$ cat src/rtl/ee354_seqlock_pkg.sv
// ee354_seqlock_pkg
//   Shared definitions for the button-sequence lock:
//   - state_t   : state encoding, also driven out as the 3-bit state_code
//   - clog2/max2: width helpers usable in parameter expressions
//   - SSD_*     : seven-segment patterns (active-low, gfedcba) that a board
//                 top level uses to show the state number, plus a mapper.
package ee354_seqlock_pkg;

  typedef enum logic [2:0] {
    ST_WAIT    = 3'd0,
    ST_PRESS   = 3'd1,
    ST_OPENING = 3'd2,
    ST_BAD     = 3'd3,
    ST_LOCKOUT = 3'd4
  } state_t;

  // Ceiling log2; clog2(1) = 0.
  function automatic int clog2(input int value);
    int r;
    r = 0;
    for (int v = value - 1; v > 0; v = v >> 1) r++;
    return r;
  endfunction

  function automatic int max2(input int a, input int b);
    return (a > b) ? a : b;
  endfunction

  localparam logic [6:0] SSD_ST_WAIT    = 7'b1000000;  // "0"
  localparam logic [6:0] SSD_ST_PRESS   = 7'b1111001;  // "1"
  localparam logic [6:0] SSD_ST_OPENING = 7'b0100100;  // "2"
  localparam logic [6:0] SSD_ST_BAD     = 7'b0110000;  // "3"
  localparam logic [6:0] SSD_ST_LOCKOUT = 7'b0011001;  // "4"
  localparam logic [6:0] SSD_BLANK      = 7'b1111111;

  function automatic logic [6:0] state_to_ssd(input logic [2:0] s);
    logic [6:0] seg;
    case (s)
      3'd0:    seg = SSD_ST_WAIT;
      3'd1:    seg = SSD_ST_PRESS;
      3'd2:    seg = SSD_ST_OPENING;
      3'd3:    seg = SSD_ST_BAD;
      3'd4:    seg = SSD_ST_LOCKOUT;
      default: seg = SSD_BLANK;
    endcase
    return seg;
  endfunction

endpackage

$ cat src/rtl/ee354_seqlock_timer.sv
// ee354_seqlock_timer
//   Loadable down-counter that stops at zero. One instance is shared by
//   the OPENING and LOCKOUT windows.
//   clk      : clock
//   reset_n  : asynchronous active-low reset (count -> 0)
//   load     : load load_val (has priority over dec)
//   load_val : value to load
//   dec      : decrement by one unless already zero
//   zero     : count is zero
module ee354_seqlock_timer #(
  parameter int W = 4
) (
  input  logic         clk,
  input  logic         reset_n,
  input  logic         load,
  input  logic [W-1:0] load_val,
  input  logic         dec,
  output logic         zero
);

  logic [W-1:0] r_count;

  always_ff @(posedge clk or negedge reset_n) begin
    if (!reset_n) begin
      r_count <= '0;
    end else if (load) begin
      r_count <= load_val;
    end else if (dec && (r_count != '0)) begin
      r_count <= r_count - 1'b1;
    end
  end

  assign zero = (r_count == '0);

endmodule

$ cat src/rtl/ee354_seqlock_core.sv
// ee354_seqlock_core
//   Button-sequence lock. U/Z presses (each followed by a release) are
//   compared MSB-first against a CODE_LEN-bit code (1 = U, 0 = Z). A correct
//   sequence opens the lock for OPEN_CYCLES clocks; MAX_BAD consecutive bad
//   attempts cause a LOCKOUT_CYCLES lockout.
//   clk        : clock (divided domain)
//   reset_n    : asynchronous active-low reset
//   U, Z       : button levels, synchronous to clk
//   code_in    : new code value
//   code_load  : code load request
//   unlock     : high in OPENING
//   lockout    : high in LOCKOUT
//   state_code : current state number (debug / SSD)
//   digit_idx  : digits accepted in the current attempt
//   bad_count  : consecutive bad attempts
//   load_ack   : one-cycle pulse after a code load is accepted
//
// Code-load handshake: code_load is a level request sampled every clock.
// It is accepted only in WAIT with digit_idx == 0 and no button pressed;
// on the accepting edge the code register takes code_in and load_ack is
// high for the following cycle. A request that is not accepted is dropped
// without an ack and the requester must keep or re-issue it. A button
// press in the same cycle blocks acceptance.
module ee354_seqlock_core
  import ee354_seqlock_pkg::*;
#(
  parameter int                  CODE_LEN       = 4,
  parameter logic [CODE_LEN-1:0] CODE_RST       = 4'b1011,
  parameter int                  MAX_BAD        = 3,
  parameter int                  OPEN_CYCLES    = 8,
  parameter int                  LOCKOUT_CYCLES = 16,
  localparam int                 DW             = clog2(CODE_LEN),
  localparam int                 BW             = clog2(MAX_BAD + 1)
) (
  input  logic                clk,
  input  logic                reset_n,
  input  logic                U,
  input  logic                Z,
  input  logic [CODE_LEN-1:0] code_in,
  input  logic                code_load,
  output logic                unlock,
  output logic                lockout,
  output logic [2:0]          state_code,
  output logic [DW-1:0]       digit_idx,
  output logic [BW-1:0]       bad_count,
  output logic                load_ack
);

  // At least one bit so a 1-cycle window for both timers still elaborates.
  localparam int TW = max2(1, clog2(max2(OPEN_CYCLES, LOCKOUT_CYCLES)));

  state_t              r_state;
  logic [DW-1:0]       r_digit;
  logic [BW-1:0]       r_bad;
  logic [CODE_LEN-1:0] r_code;
  logic                r_ack;

  state_t              w_state_nxt;
  logic [DW-1:0]       w_digit_nxt;
  logic [BW-1:0]       w_bad_nxt;
  logic [CODE_LEN-1:0] w_code_nxt;
  logic                w_ack_nxt;
  logic                w_tmr_load;
  logic [TW-1:0]       w_tmr_val;
  logic                w_tmr_dec;
  logic                w_tmr_zero;

  logic                w_exp;
  logic                w_any;
  logic                w_hit;
  logic                w_other;
  logic                w_last;
  logic [BW-1:0]       w_bad_inc;

  // Expected digit: code[CODE_LEN-1-digit_idx].
  always_comb begin
    w_exp = 1'b0;
    for (int i = 0; i < CODE_LEN; i++) begin
      if (DW'(CODE_LEN - 1 - i) == r_digit) w_exp = r_code[i];
    end
  end

  assign w_any     = U | Z;
  assign w_hit     = w_exp ? U : Z;  // the button that matches exp
  assign w_other   = w_exp ? Z : U;  // the button that does not
  assign w_last    = (r_digit == DW'(CODE_LEN - 1));
  assign w_bad_inc = (r_bad == BW'(MAX_BAD)) ? r_bad : r_bad + 1'b1;

  ee354_seqlock_timer #(.W(TW)) u_timer (
    .clk      (clk),
    .reset_n  (reset_n),
    .load     (w_tmr_load),
    .load_val (w_tmr_val),
    .dec      (w_tmr_dec),
    .zero     (w_tmr_zero)
  );

  always_comb begin
    w_state_nxt = r_state;
    w_digit_nxt = r_digit;
    w_bad_nxt   = r_bad;
    w_code_nxt  = r_code;
    w_ack_nxt   = 1'b0;
    w_tmr_load  = 1'b0;
    w_tmr_val   = '0;
    w_tmr_dec   = 1'b0;

    case (r_state)
      ST_WAIT: begin
        if (U && Z) begin
          w_state_nxt = ST_BAD;
        end else if (w_any) begin
          w_state_nxt = w_hit ? ST_PRESS : ST_BAD;
        end else if (code_load && (r_digit == '0)) begin
          w_code_nxt = code_in;
          w_ack_nxt  = 1'b1;
          w_bad_nxt  = '0;
        end
      end

      ST_PRESS: begin
        // Digit is unchanged while in PRESS, so exp still names the held
        // button; any activity on the other button is an error.
        if (w_other) begin
          w_state_nxt = ST_BAD;
        end else if (!w_any) begin
          if (w_last) begin
            w_state_nxt = ST_OPENING;
            w_tmr_load  = 1'b1;
            w_tmr_val   = TW'(OPEN_CYCLES - 1);
            w_digit_nxt = '0;
            w_bad_nxt   = '0;
          end else begin
            w_state_nxt = ST_WAIT;
            w_digit_nxt = r_digit + 1'b1;
          end
        end
      end

      ST_OPENING: begin
        w_tmr_dec = 1'b1;
        if (w_tmr_zero) w_state_nxt = ST_WAIT;
      end

      ST_BAD: begin
        if (!w_any) begin
          w_digit_nxt = '0;
          w_bad_nxt   = w_bad_inc;
          if (w_bad_inc == BW'(MAX_BAD)) begin
            w_state_nxt = ST_LOCKOUT;
            w_tmr_load  = 1'b1;
            w_tmr_val   = TW'(LOCKOUT_CYCLES - 1);
          end else begin
            w_state_nxt = ST_WAIT;
          end
        end
      end

      ST_LOCKOUT: begin
        // Timer sits at zero while a button is still held.
        w_tmr_dec = 1'b1;
        if (w_tmr_zero && !w_any) begin
          w_state_nxt = ST_WAIT;
          w_bad_nxt   = '0;
        end
      end

      default: begin
        w_state_nxt = ST_WAIT;
        w_digit_nxt = '0;
      end
    endcase
  end

  always_ff @(posedge clk or negedge reset_n) begin
    if (!reset_n) begin
      r_state <= ST_WAIT;
      r_digit <= '0;
      r_bad   <= '0;
      r_code  <= CODE_RST;
      r_ack   <= 1'b0;
    end else begin
      r_state <= w_state_nxt;
      r_digit <= w_digit_nxt;
      r_bad   <= w_bad_nxt;
      r_code  <= w_code_nxt;
      r_ack   <= w_ack_nxt;
    end
  end

  assign unlock     = (r_state == ST_OPENING);
  assign lockout    = (r_state == ST_LOCKOUT);
  assign state_code = r_state;
  assign digit_idx  = r_digit;
  assign bad_count  = r_bad;
  assign load_ack   = r_ack;

endmodule

$ cat config.mk
export PLATFORM = sky130hd
export DESIGN_NAME = ee354_seqlock_core
export DESIGN_NICKNAME = d
export VERILOG_FILES = /design/src/rtl/ee354_seqlock_pkg.sv /design/src/rtl/ee354_seqlock_timer.sv /design/src/rtl/ee354_seqlock_core.sv
export SDC_FILE = /design/constraint.sdc
export NUM_CORES = 1
export LEC_CHECK = 0
export ABC_AREA = 1
export BUFFER_PORTS_ARGS = -buffer_cell sky130_fd_sc_hd__buf_2
export CORE_MARGIN = 2
export CORE_UTILIZATION = 58
export DETAILED_ROUTE_END_ITERATION = 16
export PLACE_DENSITY = 0.83
export SLEW_MARGIN = 5
export SYNTH_ARGS = -nofsm -noshare
export SYNTH_HDL_FRONTEND = slang
export SYNTH_SLANG_ARGS = --single-unit
$ cat constraint.sdc
create_clock -name clk -period 3.54 [get_ports clk]
set_input_delay 0.708 -clock clk [delete_from_list [all_inputs] [get_ports clk]]
set_output_delay 0.708 -clock clk [all_outputs]
set_load 0.01 [all_outputs]
# Word level (Yosys, flattened, before mapping)
# Cells that the tools add are included.
[op_classes] add_sub_neg=3 n_eq_ne=21 n_mux=51 n_bitwise=4 reduce_logical=17
[op_table] op="2-to-1 mux 3 bit" count=11
[op_table] op="2-to-1 mux 2 bit" count=15
[op_table] op="2-to-1 mux 1 bit" count=16
[op_table] op="2-to-1 mux 4 bit" count=4
[op_table] op="one-hot mux 3 bit (5 select lines)" count=1
[op_table] op="inequality test 2 bit (second input constant)" count=7
[op_table] op="AND reduction 9 bit" count=1
[op_table] op="one-hot mux 2 bit (4 select lines)" count=1
[op_table] op="one-hot mux 4 bit (2 select lines)" count=1
[op_table] op="AND reduction 4 bit" count=2
[op_table] op="nonzero test 4 bit" count=2
[op_table] op="equality test 2 bit (second input constant)" count=3
[op_table] op="equality test 3 x 2 -> 1 bit (second input constant)" count=2
[op_table] op="inequality test 3 bit (second input constant)" count=2
[op_table] op="one-hot mux 2 bit (3 select lines)" count=1
[op_table] op="AND reduction 5 bit" count=1
[op_table] op="adder 2 x 1 -> 2 bit (second input constant)" count=2
[op_table] op="equality test 2 bit (first input constant)" count=2
[op_table] op="logical AND 1 bit" count=4
[op_table] op="logical NOT 4 bit" count=1
[op_table] op="inequality test 2 x 1 -> 1 bit (second input constant)" count=2
[op_table] op="subtractor 4 x 1 -> 4 bit (second input constant)" count=1
[op_table] op="equality test 3 x 1 -> 1 bit (second input constant)" count=1
[op_table] op="equality test 3 bit (second input constant)" count=1
[op_table] op="10 further kinds" count=12
[word_totals] register_bits=16 out_inout_bits=10

# Depth between registers and ports, before layout
[logic_depth] depth_word=10 ltp_mapped=13 ltp_nobuf=13

# Hierarchy
# From an unflattened synthesis, not the netlist that was laid out.
[unflattened] hier_cells=154 hier_area_um2=1114.8
[modules_own_cells] mod="ee354_seqlock_core" n_inst=1 cells_each=108 area_each_um2=819.5 seq_area_each_um2=304.0
[modules_own_cells] mod="ee354_seqlock_timer" n_inst=1 cells_each=46 area_each_um2=295.3 seq_area_each_um2=100.1

# Worst setup path after synthesis
# OpenSTA, ideal clock, no wires.
[synth_timing] kind="input to register" from="input U" to="register r_state[1], in the netlist state_code[1]" setup_ns=0.065 t_arrival_ns=1.484 required_ns=3.475 setup_slack_ns=1.991 stages=9 n_path_buf=0 path_cell_list="inv_1 nand2_1 o21ai_1 inv_2 nor3_1 nand2_1 inv_1 nand2_1 nand2_1"
[synth_between] elab_chain_cells=5 elab_cells_between_ends=16
[synth_lines] element="from (decl)" line_no="ee354_seqlock_core.sv:37" text="input logic U,"
[synth_lines] element="2-to-1 mux 1 bit / OR 1 bit (equally long branches)" line_no="ee354_seqlock_core.sv:84, ee354_seqlock_core.sv:83"
[synth_lines] element="2-to-1 mux 2 bit / logical NOT 1 bit (equally long branches)" line_no="ee354_seqlock_core.sv:113, ee354_seqlock_core.sv:162"
[synth_lines] element="2-to-1 mux 3 bit / logical AND 1 bit (equally long branches)" line_no="ee354_seqlock_core.sv:112, ee354_seqlock_core.sv:162"
[synth_lines] element="2-to-1 mux 3 bit / inequality test 2 x 1 -> 1 bit (equally long branches)"
[synth_lines] element="one-hot mux 3 bit (5 select lines) / AND reduction 5 bit (equally long branches)"
[synth_lines] element="to (signal assigned)" line_no="ee354_seqlock_core.sv:183" text="r_state <= w_state_nxt;"
[synth_lines] element="to (decl)" line_no="ee354_seqlock_core.sv:52" text="state_t r_state;"
# Several ways; a longest one is shown, not always the timed one. The select of a mux whose other input is x is not followed.
# A chain may end at the register's enable or synchronous reset.

# Worst setup path in the final report
[layout_timing] from="register r_state[1], in the netlist state_code[1]" to="output lockout"
[layout_between] elab_chain_cells=1
[layout_lines] element="equality test 3 bit" line_no="ee354_seqlock_core.sv:192" text="assign lockout = (r_state == ST_LOCKOUT);"
[layout_lines] element="to (decl)" line_no="ee354_seqlock_core.sv:42" text="output logic lockout,"
# Every way passes these cells.

==> results by group <==
Yosys
  – Most used DFF post-synth: dfrtp_1
  – Top post-synthesis cells by count: 38 x nand2_1, 20 x inv_1, 13 x dfrtp_1, 12 x nand3_1, 10 x nor2_1
  – Cell variety after synth: 24
  – Synth Register Bits: 16
  – Cell count after synthesis: 140
  – Synth area leader: dfrtp_1
  – Share of synthesized registers carrying an async set or reset: 1.00
  – Count leader, synth: nand2_1
  – Syn nets: about 160
  – Avg Synthesized Cell Area: around 7.5 sq um
  – Top cell type's share of synthesized area: 0.310
  – Post-synth EDFFs: 0
  – Top cells by area, synth: dfrtp_1 31%, nand2_1 14%, dfstp_2 7.5%, ha_1 7.2%, inv_1 7.2%
  – Sequential area share after synthesis: 0.385
  – Synthesized area: around 0.0010 sq mm
  – Synth warn: 0

Pwr
  – NetSw: roughly 0.46 mW
  – Flop pwr share: 0.339
  – Pwr Density: around 820 mW/mm^2
  – Clock power share: 0.129
  – Comb power frac: 0.533
  – Sw frac: 0.465
  – Leak: 0.653 nW
  – Max VDD drop: 527 uV
  – PnR Total Power: between 0.9 and 1 mW
  – Power Internal: approximately 0.53 mW

Route
  – Antenna viol nets, final: 0
  – Met3 layer wire length in the routed design: just under 80 um
  – Via Count: between 900 and 1000
  – Top Layer Used: met4
  – Metal-1 WL: between 900 and 1000 um
  – Via/cell ratio: approximately 5.1
  – Met2 WL post-DR: 1180 um
  – WL final: ~2200 um
  – Drt initial violations: 23
  – Wirelength per Cell: around 12 um
  – DRC: 0
  – Drt pass-1 iters: 4

GRT
  – Total track usage: 0.246
  – Gr ovfl total: 0
  – Vias in the first global route: approximately 940
  – First-pass GRT wire length: around 3800 um
  – Largest net degree at the start of global routing: 17
  – Initial antenna violation count: 0

Setup path
  – CP bufs+invs: 1
  – Crit-path max FO: 6
  – Critical path capture point type: primary output
  – CP required: between 2 and 3 ns
  – Worst R2R Path Depth: 8
  – CP top delay family: flip-flops
  – WP depth: 2
  – Max stage delay on crit path: between 0.4 and 0.5 ns
  – Worst path arrival time: around 1.3 ns
  – Slowest stage cell, crit path: dfrtp_1
  – Crit path launch type: flop
  – Setup CP Type: reg2out
  – Reg2Reg Setup Slack: approximately 1.9 ns
  – CP Cell Sequence: nor3_2 -> buf_2

Clocking
  – CTS buffer count: 3
  – CTS resizes: 0
  – Worst-Skew Late Latency: 0.30 ns
  – Hold Buf Count CTS: 0
  – CTS tree: built
  – Post CTS Setup Buffer Count: 0
  – Longest Clk Path Bufs: 2
  – H-Tree Depth: 1
  – Clock transition at the registers of the reported paths: 0.10 ns
  – Root Driver: clkbuf_4
  – CTS sink cnt: 16

Timing
  – Worst-Margin Slew: approximately 0.36 ns
  – Final setup viols: 0
  – Final worst path period share: 0.560
  – Max Clk Rate: just over 0.5 GHz
  – RSZ-0062 raised after global routing: no
  – Final min period: 1.98 ns
  – TNS Setup: 0 ns
  – Setup WS post-layout: 1.56 ns
  – Relative slew slack: 0.761
  – Max Clock Skew: between 0.004 and 0.005 ns
  – Final Hold Viols: 0
  – Fin. max-slew vios: 0

Placed design
  – Post-DP HPWL: 1800 um
  – Placer Congestion: approximately 0.87
  – Placed Cells: 183
  – IO Port Bufs: 18
  – Pre-CTS setup slack: around 1.7 ns

Floorplanning
  – Core area: 0.00171 sq mm
  – Cell Rows: 15
  – I/O Pins: 19
  – Die height: approximately 47 um
  – Area of the die: around 0.0022 sq mm
  – Die X: 46.5 um
  – Initial Util: 0.614

Layout
  – Ratio of cells with drive above 1 in the final layout: 0.278
  – Filler instances: ~140
  – Synth-to-layout area growth: 15.0%
  – Total area of sequential cells: about 400 sq um
  – Total inserted antenna cells: 0
  – Final net count: approximately 180
  – Multi-input logic area: 539 sq um
  – Utilization of the core after routing: 0.706
  – Cell Count, Final, Fillers Out: roughly 190

Outcome
  – Outcome: completed

Job
  – Max-capacitance violation count: 0

Worst hold path
  – Worst min path class: in2async
## registers in the layout (all words and copies together) (netlist names)
register / cells
load_ack: 1
r_code: 4
state_code: 3
digit_idx: 2
bad_count: 2
u_timer.r_count: 4
## layout by cell type, fill, tap and decap left out
| cell type | n |
|---|---|
| nand2_1 | 38 |
| inv_1 | 20 |
| buf_2 | 18 |
| dfrtp_1 | 13 |
| nand3_1 | 12 |
| nor2_1 | 10 |
| inv_2 | 8 |
| ha_1 | 6 |
| o21ai_1 | 4 |
| o21ai_0 | 4 |
| a21oi_1 | 4 |
| nor3_2 | 3 |
| o21ai_2 | 3 |
| clkbuf_4 | 3 |
| dfstp_2 | 3 |
| nand2_2 | 2 |
| nor2_2 | 1 |
| nor2_8 | 1 |
| nor2_4 | 1 |
| nor3_1 | 1 |
| o211ai_1 | 1 |
| nor3_4 | 1 |
| nand4_1 | 1 |
| xor2_1 | 1 |
| o21bai_1 | 1 |
| a31oi_1 | 1 |
| clkbuf_8 | 1 |
## path summary, 6_finish.rpt
check	to	from
worst max-delay path	lockout	state_code[1]
worst min-delay path	u_timer.r_count[1]	reset_n
worst max register to register	bad_count[0]	digit_idx[0]
worst min register to register	r_code[0]	r_code[0]
max in group asynchronous	r_code[0]	reset_n
min in group clk	r_code[0]	r_code[0]
## cell type report
class                   count  area share
clock buffers               4      0.0301
inverters                  28      0.0871
well taps                  25      0.0259
multi-input cells          96       0.447
repair buffers             18      0.0747
flip-flops and latches     16       0.335
## logic make-up (layout without fill, tap and decap cells)
logic type,Yosys count,count (layout),synth area share
buffers and inverters,28,50,0.100
xor gates and xnor gates,1,1,0.00835
adders and majority gates,6,6,0.0716
DFF,16,16,0.385
AOI/OAI and AO/OA,18,18,0.103
and+or+nand+nor,71,71,0.332
## power by group through the flow
stage	logic, mW	clock network (mW)	registers [mW]
floorplan	0.388	0	0.340
CTS	0.532	0.126	0.334
detailed placement	0.527	0	0.338
global placement	0.503	0	0.333
finish	0.524	0.127	0.334
global route	0.607	0.131	0.344
## stage by stage
stage,cell area [sq um],hold slack (ns)
5_1_grt,1210,0.340
3_5_place_dp,1170,0.456
4_1_cts,1210,0.321
6_report,1210,0.303
3_3_place_gp,1170,0.454
2_1_floorplan,1050,0.412
## layer usage
| layer | up-vias | track usage |
|---|---|---|
| li1 | 482 | - |
| met1 | 447 | 0.285 |
| met2 | 18 | 0.447 |
| met3 | 7 | 0.0392 |
| met4 | 0 | 0.0914 |
| met5 | - | 0 |
Note: power is estimated with default switching activity, not from simulation.
